File: config.mk
export PLATFORM = sky130hd
export DESIGN_NAME = bram_save_ctrl
export DESIGN_NICKNAME = d
export VERILOG_FILES = /design/src/rtl/bram_save_pkg.sv /design/src/rtl/bram_save_ctrl_req_edge_arb.sv /design/src/rtl/bram_save_ctrl.sv
export SDC_FILE = /design/constraint.sdc
export NUM_CORES = 1
export LEC_CHECK = 0
export BUFFER_PORTS_ARGS = -buffer_cell sky130_fd_sc_hd__buf_2
export CAP_MARGIN = 5
export CORE_MARGIN = 4
export CORE_UTILIZATION = 58
export DETAILED_ROUTE_END_ITERATION = 12
export PLACE_DENSITY_LB_ADDON = 0.1
export RECOVER_POWER = 100
export SLEW_MARGIN = 5
export SYNTH_ARGS = -nofsm -noshare
export SYNTH_HDL_FRONTEND = slang
export SYNTH_SLANG_ARGS = --single-unit
export TNS_END_PERCENT = 10
File: constraint.sdc
create_clock -name clk_sys -period 4.1 [get_ports clk_sys]
set_clock_uncertainty 0.15 [all_clocks]
set_input_delay 0.82 -clock clk_sys [delete_from_list [all_inputs] [get_ports clk_sys]]
set_output_delay 0.82 -clock clk_sys [all_outputs]
set_load 0.05 [all_outputs]
File: src/rtl/bram_save_pkg.sv
// Shared types and constants for the backup-RAM save controller.
//   state_t      : controller FSM states
//   start_t      : one-hot request start strobes from the edge arbiter
//   HDR_WORDS    : BRM format header ("HUBM", 0x00881080) as 16-bit words
//   SECTOR_WORDS : 16-bit words per SD sector buffer
package bram_save_pkg;

  localparam int unsigned SECTOR_WORDS = 256;
  localparam int unsigned BUF_W        = $clog2(SECTOR_WORDS);
  localparam int unsigned ADDR_W       = 12;
  localparam int unsigned DATA_W       = 16;
  localparam int unsigned LBA_W        = 32;
  localparam int unsigned TIMER_W      = 24;
  localparam int unsigned HDR_LEN      = 4;

  localparam logic [DATA_W-1:0] HDR_WORDS [HDR_LEN] = '{
    16'h5548, 16'h4D42, 16'h8800, 16'h8010
  };

  typedef enum logic [2:0] {
    ST_IDLE,
    ST_FMT,
    ST_ISSUE,
    ST_WAIT_HI,
    ST_WAIT_LO
  } state_t;

  typedef struct packed {
    logic fmt;
    logic load;
    logic save;
  } start_t;

endpackage

File: src/rtl/bram_save_ctrl_req_edge_arb.sv
// Rising-edge detection and arbitration of the three user request levels.
//   clk_sys, reset_n : clock, async active-low reset
//   load_req, save_req, format_req : request levels
//   busy    : operation in progress, drops all edges
//   enable  : save image usable, required for load/save only
//   start_c : one-hot start (format > load > save), combinational
module req_edge_arb
  import bram_save_pkg::*;
(
  input  logic   clk_sys,
  input  logic   reset_n,
  input  logic   load_req,
  input  logic   save_req,
  input  logic   format_req,
  input  logic   busy,
  input  logic   enable,
  output start_t start_c
);

  logic [2:0] req_q;
  logic       armed;
  logic       fmt_edge;
  logic       load_edge;
  logic       save_edge;

  // armed stays low for the first cycle after reset so a level that is
  // already high at release is absorbed into req_q without an edge
  always_ff @(posedge clk_sys or negedge reset_n) begin
    if (!reset_n) begin
      req_q <= '0;
      armed <= 1'b0;
    end else begin
      req_q <= {format_req, load_req, save_req};
      armed <= 1'b1;
    end
  end

  assign fmt_edge  = armed & format_req & ~req_q[2];
  assign load_edge = armed & load_req   & ~req_q[1];
  assign save_edge = armed & save_req   & ~req_q[0];

  // Losing edges are not queued: they simply vanish
  always_comb begin
    start_c = '0;
    if (!busy) begin
      if (fmt_edge)                 start_c.fmt  = 1'b1;
      else if (load_edge && enable) start_c.load = 1'b1;
      else if (save_edge && enable) start_c.save = 1'b1;
    end
  end

endmodule

File: src/rtl/bram_save_ctrl.sv
// Backup-RAM load/save/format sequencer between hps_io sector port and
// backram port B.
//   clk_sys, reset_n          : clock, async active-low reset
//   enable                    : save image mounted and writable
//   slot                      : slot index, sampled at accept
//   load_req/save_req/format_req : request levels (rising edge starts)
//   sd_ack, sd_buff_addr, sd_buff_wr, sd_buff_dout : hps_io sector buffer
//   sd_lba, sd_rd, sd_wr      : hps_io sector request
//   bram_addr, bram_din, bram_we : dpram port B
//   busy, loading, error      : status (loading also holds core in reset)
module bram_save_ctrl
  import bram_save_pkg::*;
#(
  parameter int unsigned SECTORS = 16,
  parameter int unsigned SLOT_W  = 2,
  parameter int unsigned TIMEOUT = 32'h0100_0000
) (
  input  logic              clk_sys,
  input  logic              reset_n,
  input  logic              enable,
  input  logic [SLOT_W-1:0] slot,
  input  logic              load_req,
  input  logic              save_req,
  input  logic              format_req,
  input  logic              sd_ack,
  input  logic [BUF_W-1:0]  sd_buff_addr,
  input  logic              sd_buff_wr,
  input  logic [DATA_W-1:0] sd_buff_dout,
  output logic [LBA_W-1:0]  sd_lba,
  output logic              sd_rd,
  output logic              sd_wr,
  output logic [ADDR_W-1:0] bram_addr,
  output logic [DATA_W-1:0] bram_din,
  output logic              bram_we,
  output logic              busy,
  output logic              loading,
  output logic              error
);

  localparam int unsigned SECTOR_W = $clog2(SECTORS);
  localparam logic [SECTOR_W-1:0] SECTOR_LAST = SECTOR_W'(SECTORS - 1);
  localparam logic [TIMER_W-1:0]  TIMER_LAST  = TIMER_W'(TIMEOUT - 1);
  localparam logic [1:0]          FMT_LAST    = 2'(HDR_LEN - 1);

  state_t              state;
  start_t              start_c;
  logic [SECTOR_W-1:0] sector;
  logic [1:0]          fmt_idx;
  logic [TIMER_W-1:0]  timer;
  logic                timed_out_c;

  req_edge_arb u_arb (
    .clk_sys    (clk_sys),
    .reset_n    (reset_n),
    .load_req   (load_req),
    .save_req   (save_req),
    .format_req (format_req),
    .busy       (busy),
    .enable     (enable),
    .start_c    (start_c)
  );

  assign timed_out_c = (timer == TIMER_LAST);

  // Controller FSM with sector/lba/timer counters and registered status
  always_ff @(posedge clk_sys or negedge reset_n) begin
    if (!reset_n) begin
      state   <= ST_IDLE;
      sector  <= '0;
      fmt_idx <= '0;
      timer   <= '0;
      sd_lba  <= '0;
      sd_rd   <= 1'b0;
      sd_wr   <= 1'b0;
      busy    <= 1'b0;
      loading <= 1'b0;
      error   <= 1'b0;
    end else begin
      case (state)
        ST_IDLE: begin
          timer <= '0;
          if (start_c.fmt) begin
            state   <= ST_FMT;
            fmt_idx <= '0;
            busy    <= 1'b1;
            error   <= 1'b0;
          end else if (start_c.load || start_c.save) begin
            state   <= ST_ISSUE;
            sector  <= '0;
            sd_lba  <= LBA_W'({slot, {SECTOR_W{1'b0}}});
            busy    <= 1'b1;
            loading <= start_c.load;
            error   <= 1'b0;
          end
        end

        ST_FMT: begin
          fmt_idx <= fmt_idx + 2'd1;
          if (fmt_idx == FMT_LAST) begin
            state <= ST_IDLE;
            busy  <= 1'b0;
          end
        end

        // Request stays up; a stale high ack must fall before we look for a rise
        ST_ISSUE: begin
          sd_rd <= loading;
          sd_wr <= ~loading;
          timer <= '0;
          if (!sd_ack) state <= ST_WAIT_HI;
        end

        ST_WAIT_HI: begin
          if (sd_ack) begin
            sd_rd <= 1'b0;
            sd_wr <= 1'b0;
            timer <= '0;
            state <= ST_WAIT_LO;
          end else if (timed_out_c) begin
            sd_rd   <= 1'b0;
            sd_wr   <= 1'b0;
            error   <= 1'b1;
            busy    <= 1'b0;
            loading <= 1'b0;
            state   <= ST_IDLE;
          end else begin
            timer <= timer + TIMER_W'(1);
          end
        end

        ST_WAIT_LO: begin
          if (!sd_ack) begin
            timer <= '0;
            if (sector == SECTOR_LAST) begin
              busy    <= 1'b0;
              loading <= 1'b0;
              state   <= ST_IDLE;
            end else begin
              sector <= sector + SECTOR_W'(1);
              sd_lba <= sd_lba + LBA_W'(1);
              state  <= ST_ISSUE;
            end
          end else if (timed_out_c) begin
            error   <= 1'b1;
            busy    <= 1'b0;
            loading <= 1'b0;
            state   <= ST_IDLE;
          end else begin
            timer <= timer + TIMER_W'(1);
          end
        end

        default: state <= ST_IDLE;
      endcase
    end
  end

  // Port B follows the hps_io buffer strobes directly; idle drives zeros
  always_comb begin
    bram_addr = '0;
    bram_din  = '0;
    bram_we   = 1'b0;
    if (state == ST_FMT) begin
      bram_addr = ADDR_W'(fmt_idx);
      bram_din  = HDR_WORDS[fmt_idx];
      bram_we   = 1'b1;
    end else if (busy) begin
      bram_addr = ADDR_W'({sector, sd_buff_addr});
      if (loading) begin
        bram_din = sd_buff_dout;
        bram_we  = sd_buff_wr & sd_ack;
      end
    end
  end

endmodule

# Word-level counts from Yosys, hierarchy flattened
# Cells that the tools add are included.
# totals
reg_bits	74
inputBits	34
wordCells	132
# op_classes
n_addsub	4
n_lt_le_gt_ge	1
eq_ne	19
muxes	66
bitwise	12
n_reduce_logical	18
# op_table
operator	count
$mux W32	4
$mux W16	5
$mux W24	3
$pmux W24 S3	1
$pmux W32 S2	1
$add A32 B1 Y32 const B	1
$bmux W16 S2	1
$mux W1	26
$add A24 B1 Y24 const B	1
$eq A24 B24 Y1 const B	1
$mux W12	2
$mux W3	8
$ne A2 B2 Y1 const B	9
$mux W4	4
$pmux W3 S5	1
$reduce_and A5 Y1	3
$ne A3 B3 Y1 const B	3
$pmux W4 S2	1
$and A1 B1 Y1	7
$eq A3 B2 Y1 const B	2
$mux W2	3
$pmux W1 S3	2
$reduce_bool A2 Y1	3
$reduce_bool A3 Y1	2
20 further kinds	26

# Depth between registers and ports, before layout
# Gate-level depths: netlist (run 1).
# depth
ltp_word	11
mapped_depth	7
mapped_depth_nobuf	6

# Cells and area by module
# A second synthesis (run 1) with hierarchy kept.
# unflattened
cells_unflattened	462
hier_area_um2	4176.5
# modules_own_cells
module	instances	cells_each	area_each_um2	seq_area_each_um2
bram_save_ctrl	1	450	3976.3	1751.7
req_edge_arb	1	12	200.2	100.1

# Least setup slack after synthesis (run 1)
# No wires, ideal clock.
# synth_path
kind	register to output
from	reg state[1]
to	out bram_addr[0]
arrival_time_ps	2134
required_ps	3130
path_slack_ps	996
path_stages_with_launch	6
path_buffers	2
path_cell_list	dfrtp_1 clkbuf_1 inv_1 nand3_1 clkbuf_1 o21ai_0
# synth_between
elab_chain_cells	2
# synth_lines
element	line_no	text
start: declaration	bram_save_ctrl.sv:45	state_t state;
start signal: assignment	bram_save_ctrl.sv:68	state <= ST_IDLE;
start signal: assignment	bram_save_ctrl.sv:83	state <= ST_FMT;
start signal: assignment	bram_save_ctrl.sv:88	state <= ST_ISSUE;
$eq A3 B1 Y1	bram_save_ctrl.sv:163	if (state == ST_FMT) begin
$mux W12	bram_save_ctrl.sv:163	
end: declaration	bram_save_ctrl.sv:32	output logic [ADDR_W-1:0] bram_addr,
# No other way between the ends.

# Worst setup path after layout (run 1)
# layout_path
from	reg state[1]
to	out bram_din[15]
# layout_between
elab_chain_cells	2
# layout_lines
element	line_no	text
$eq A3 B1 Y1	bram_save_ctrl.sv:163	
$mux W16	bram_save_ctrl.sv:163	
end: declaration	bram_save_ctrl.sv:33	output logic [DATA_W-1:0] bram_din,
# No other way between the ends.

==> results.yml, run 1 <==
run_status:
  status: "finished clean"
logic_synthesis:
  synth-main-ff-cell: "dfrtp_1"
  yosys-top-cells-area: "dfrtp_1 (44%), xnor2_1 (7.2%), nor2_1 (5.8%), nand2_1 (3.6%), nand3_1 (3.2%)"
  syn_area_per_cell_um2: 8.82
  synth_nets: 520
  synth_edf_count: 0
  yosysSeqAreaShare_pct: 43.7
  async_reset_ff_share_pct: 100
  synth_cells: 480
  ys_types: 57
  ys_warn_count: 0
  synth_top_area_cell: "dfrtp_1"
  synth_top_cell_area_share_pct: 43.7
  synth-seq-cells: 74
  syn_area_um2: 4230
sta:
  finalCritPeriodShare_pct: 85.3
  tightest_slew_ns: 1.34
  rsz0062_at_grt: "false"
  slew_viol_final: 0
  worst_slack_ns: 0.602
  setup_viol: 0
  max-slew-margin-rel_pct: 10.7
  fmax_ghz: 0.286
  setup_tns_ns: 0
  hold_violations: 0
  period_needed_ns: 3.50
cells_and_area:
  nets: 612
  multi_input_area_um2: 2180
  antenna_cells: 0
  final_common_cell: "dfrtp_1"
  drive_gt1_share_pct: 10.2
  n_fill_cell: 601
  synthToLayoutAreaGrowth_pct: 15.5
  final-seq-area_um2: 1850
  final_cell_mix: "dfrtp_1 (74), clkbuf_1 (70), nor2_1 (65)"
detailed_routing:
  drtIter0Drc: 214
  wirelength_um: 10300
  first_pass_iters: 5
  ant_nets: 0
  post-route-drc-count: 0
  vias: 3930
  wire_per_inst_um: 15.3
  vias_per_cell: 5.84
critical_path:
  startpoint_type: "flip-flop"
  crit_arrival_ns: 2.53
  worstPathCellList: "inv_1 > nand3_1 > buf_4 > and3_1 > nand2_1 > o21ai_0 > clkbuf_1"
  crit_path_top_delay_cell: "dfrtp_1"
  crit_type: "reg2out"
  required_ns: 3.13
  endpoint_kind: "output port"
  max_stage_delay_ns: 0.62
  cp_max_fo: 22
clocking:
  hold_buffers: 0
  clock_path_buffers: 2
  path_clk_slew_ns: 0.08
  cts_tree: "yes"
  cts_root_buf: "clkbuf_8"
  cts_sinks: 74
  clock_latency_ns: 0.34
  cts_max_level: 3
  post_cts_resized: 0
  post_cts_buffers: 0
  numCtsBuffers: 9
floorplan:
  io_pins: 100
  start_util_pct: 61.0
  core_area_um2: 6940
  die_y_um: 93.4
  placementRows: 30
  die-area_um2: 8730
  chipWidth_um: 93.4
power_and_ir_drop:
  p_per_area_nw_per_um2: 546
  vdd_drop_max_uv: 460
  p_leak_nw: 2.04
place:
  dpl.hpwl_um: 7170
  io_buffers: 99
  place_ws_ns: 1.15
  routabilityCongestion: 0.898
grt:
  track_usage_pct: 24.3
  grt_pass1_vias: 3639
  grt_max_degree: 51
  gr-total-overflow: 0
  grt_pass1_wl_um: 17300
  antenna_found_initial: 0
worst_hold_path:
  hp-class: "reg2reg"
flow_run:
  drv_cap: 0
[sequential cells by signal, summed over array words and instances (netlist names)]
register     cells
error            1
sd_lba          32
busy             1
sd_rd            1
fmt_idx          2
sector           4
state            3
loading          1
u_arb.armed      1
sd_wr            1
u_arb.req_q      3
timer           24
[stage by stage]
step	total power, mW	utilization (%)	hold WS, ns	std cells	area [um2]
3_3_place_gp	2.05	69.2	0.310	657	4800
5_1_grt	2.83	70.4	0.358	673	4890
6_report	2.67	70.4	0.333	673	4890
3_5_place_dp	2.07	69.2	0.315	657	4800
4_1_cts	2.71	72.4	0.308	673	5030
2_1_floorplan	1.81	-	0.353	480	4230
[worst max-delay path: cells and delay by family (launching register included)]
family,cells,cell delay (ns)
buffers and inverters,3,0.86
flip-flops,1,0.62
AND/OR/NAND/NOR,3,0.62
AO/OA/AOI/OAI,1,0.09
[cells by family (layout without fill, tap and decap cells)]
family	count (synthesis)	after routing	share of synthesized area [%]
DFF	74	74	43.7
and+or+nand+nor	234	234	28.9
AOI/OAI and AO/OA	80	80	12.5
xor gates and xnor gates	42	42	8.69
muxes	2	2	0.503
buffers and inverters	41	138	3.87
adders and majority gates	6	6	1.77
other	1	1	0.0886
[cell type report]
type | instances | share of cell area, %
multi-input cells | 365 | 44.6
well taps | 96 | 2.46
clock inverters | 7 | 2.10
inverters | 17 | 1.31
repair buffers | 105 | 9.11
flip-flops and latches | 74 | 37.9
clock buffers | 9 | 2.53
[power by group]
part           internal [mW]  switching (mW)
Clock                  0.348           0.291
Combinational          0.259           0.815
Sequential             0.809           0.150
[per-layer routing]
layer | vias up | routed length [um] | GRT usage, %
li1 | 1882 | - | -
met1 | 1894 | 4610 | 33.9
met2 | 143 | 4930 | 38.7
met3 | 11 | 676 | 4.51
met4 | 0 | 70 | 6.96
met5 | - | 0 | 0
[path summary, 6_finish.rpt]
check	startpoint	to	slack, ns	depth (start not counted)
hold reg to reg	sd_wr$_DFFE_PN0P_	sd_wr$_DFFE_PN0P_	0.33	1
hold / removal	sd_wr$_DFFE_PN0P_	sd_wr$_DFFE_PN0P_	0.33	1
min in group asynchronous	reset_n	sd_lba[30]$_DFFE_PN0P_	0.60	1
max in group asynchronous	reset_n	timer[5]$_DFFE_PN0P_	1.31	2
setup reg to reg	busy$_DFFE_PN0P_	sd_lba[13]$_DFFE_PN0P_	1.12	5
setup / recovery	state[1]$_DFFE_PN0P_	bram_din[15]	0.60	7
[synthesized netlist by cell type (11+ instances only)]
cell type / number
a21oi_1: 18
and3_1: 14
clkbuf_1: 19
dfrtp_1: 74
inv_1: 17
nand2_1: 41
nand3_1: 27
nand4_1: 16
nor2_1: 65
nor3_1: 13
nor4_1: 11
o21ai_0: 20
xnor2_1: 35
Note: power is estimated with default switching activity, not from simulation.
==> inputs of run 2 (changes only) <==
--- a/config.mk
+++ b/config.mk
@@ -8,7 +8,7 @@
 export BUFFER_PORTS_ARGS = -buffer_cell sky130_fd_sc_hd__buf_2
 export CAP_MARGIN = 5
 export CORE_MARGIN = 4
-export CORE_UTILIZATION = 58
+export CORE_UTILIZATION = 54
 export DETAILED_ROUTE_END_ITERATION = 12
 export PLACE_DENSITY_LB_ADDON = 0.1
 export RECOVER_POWER = 100
==> constraint.sdc (replaced) <==
create_clock -name clk_sys -period 3.7 [get_ports clk_sys]
set_clock_uncertainty 0.15 [all_clocks]
set_input_delay 0.185 -clock clk_sys [delete_from_list [all_inputs] [get_ports clk_sys]]
set_output_delay 0.185 -clock clk_sys [all_outputs]
set_load 0.05 [all_outputs]
==> run 2 against run 1 <==
Compared with the run above:
- sequential share of layout area shrank 0.30 points
- final cell count grew 1.5%
- sequential power grew 12%
- first-iteration DRC count shrank 14%
- power grew 9.2%
- clock power grew 4.7%
- setup slack gained 0.16 ns
- global-route usage shrank 1.9 points
- core utilization shrank 6.3 points
- die area grew 6.8%
- register-to-register slack lost 0.26 ns
- combinational power grew 10%
- critical endpoint is now bram_addr[9]
- highest routed layer unchanged
==> results.yml, run 2 (synthesized netlist as in run 1, its figures left out) <==
sta:
  tightest_slew_ns: 1.27
  worst_slack_ns: 0.763
  setup_tns_ns: 0
  setup_viol: 0
  max-slew-margin-rel_pct: 15.6
  fmax_ghz: 0.341
  finalCritPeriodShare_pct: 79.4
  rsz0062_at_grt: "false"
  hold_violations: 0
  period_needed_ns: 2.94
  slew_viol_final: 0
grt:
  grt_pass1_vias: 3473
  antenna_found_initial: 0
  grt_pass1_wl_um: 16500
  track_usage_pct: 22.4
  grt_max_degree: 34
  gr-total-overflow: 0
critical_path:
  endpoint_kind: "output port"
  max_stage_delay_ns: 0.66
  crit_arrival_ns: 2.60
  startpoint_type: "flip-flop"
  required_ns: 3.37
  crit_path_top_delay_cell: "dfrtp_1"
  worstPathCellList: "inv_1 > nand3_1 > clkbuf_1 > and3_1 > clkbuf_1"
  cp_common_cell: "clkbuf_1"
  cp_max_fo: 21
  crit_type: "reg2out"
clocking:
  cts_sinks: 74
  clock_latency_ns: 0.36
  post_cts_buffers: 0
  cts_tree: "yes"
  path_clk_slew_ns: 0.07
  cts_max_level: 3
  clock_path_buffers: 2
  numCtsBuffers: 9
  cts_root_buf: "clkbuf_8"
detailed_routing:
  wirelength_um: 10300
  wire_per_inst_um: 15.0
  drtIter0Drc: 185
  first_pass_iters: 4
  post-route-drc-count: 0
  vias_per_cell: 5.67
  vias: 3875
  ant_nets: 0
floorplan:
  placementRows: 32
  chipWidth_um: 96.5
  io_pins: 100
  start_util_pct: 55.1
  core_area_um2: 7690
  die_y_um: 96.5
  die-area_um2: 9320
cells_and_area:
  drive_gt1_share_pct: 10.2
  final_cell_mix: "dfrtp_1 (74), clkbuf_1 (71), nor2_1 (65)"
  reg_top3: "sd_lba x32, timer x24, sector x4"
  final_common_cell: "dfrtp_1"
  largest_reg_flops: 32
  regMostFlops: "sd_lba"
  synthToLayoutAreaGrowth_pct: 16.4
  nets: 617
  antenna_cells: 0
flow_run:
  drv_cap: 0
place:
  place_ws_ns: 1.13
  dpl.hpwl_um: 7320
  io_buffers: 99
  routabilityCongestion: 0.851
power_and_ir_drop:
  vdd_drop_max_uv: 488
  p_per_area_nw_per_um2: 592
  p_leak_nw: 2.06
worst_hold_path:
  hp-class: "in2reg"
run_status:
  status: "finished clean"
==> run 2: worst max-delay path, delay by kind of cell, from the launching register on <==
kind	cells	cell delay (ns)
flops	1	0.66
simple gates	2	0.39
buf+inv	3	1.20
==> run 2: area by class of cell <==
cell class                      count  area, um2
Sequential cell                    74       1850
Clock buffer                        9        124
Timing Repair Buffer              110        492
Inverter                           17       63.8
Fill cell                         715       2760
Tap cell                          102        128
Clock inverter                      6       82.6
Multi-Input combinational cell    365       2190
==> run 2: what timing repair did <==
item / CTS / global route
hold buffers: 4 / 0
gates resized for setup: 0 / 0
endpoints found under the hold margin: 21 / 0
==> run 2: path summary, 6_finish.rpt <==
kind                                 startpoint                  endpoint  slack (ns)  cells past startpoint
max                        state[1]$_DFFE_PN0P_              bram_addr[9]        0.76                      5
min                                     slot[1]     sd_lba[5]$_DFFE_PN0P_        0.02                      3
max reg2reg                    busy$_DFFE_PN0P_    sd_lba[20]$_DFFE_PN0P_        0.86                      5
min reg2reg                   sd_wr$_DFFE_PN0P_         sd_wr$_DFFE_PN0P_        0.35                      1
max in group asynchronous               reset_n    sd_lba[26]$_DFFE_PN0P_        1.34                      3
min in group asynchronous               reset_n  u_arb.req_q[0]$_DFF_PN0_        0.37                      2
==> run 2: where the power goes <==
| group | total, mW | internal (mW) | switching (mW) | leakage [nW] |
|---|---|---|---|---|
| Clock | 0.669 | 0.372 | 0.297 | 0.105 |
| Sequential | 1.07 | 0.897 | 0.169 | 1.00 |
| Combinational | 1.18 | 0.286 | 0.896 | 0.949 |
| Total | 2.92 | 1.55 | 1.36 | 2.06 |
==> run 2: stage by stage <==
step | utilization, % | instance area [um2] | power (mW) | std cells | hold WS [ns]
final | 64.1 | 4930 | 2.92 | 683 | 0.0159
after global placement | 62.7 | 4820 | 2.28 | 664 | 0.00431
after detailed placement | 62.7 | 4820 | 2.30 | 664 | 0.000663
after global routing | 64.1 | 4930 | 3.09 | 683 | 0.0399
after CTS | 65.9 | 5060 | 2.97 | 683 | 0.0178
after floorplan | - | 4230 | 2.00 | 480 | -0.261
==> run 2: routing by layer <==
metal / part of all wire (%) / up-vias / GRT usage (%) / routed length [um]
met5: 0 / - / 0 / 0
met4: 1.5 / 0 / 7.13 / 154
met3: 7.9 / 17 / 4.73 / 808
met2: 44 / 150 / 34.5 / 4510
met1: 47 / 1813 / 31.5 / 4780
li1: - / 1895 / - / -
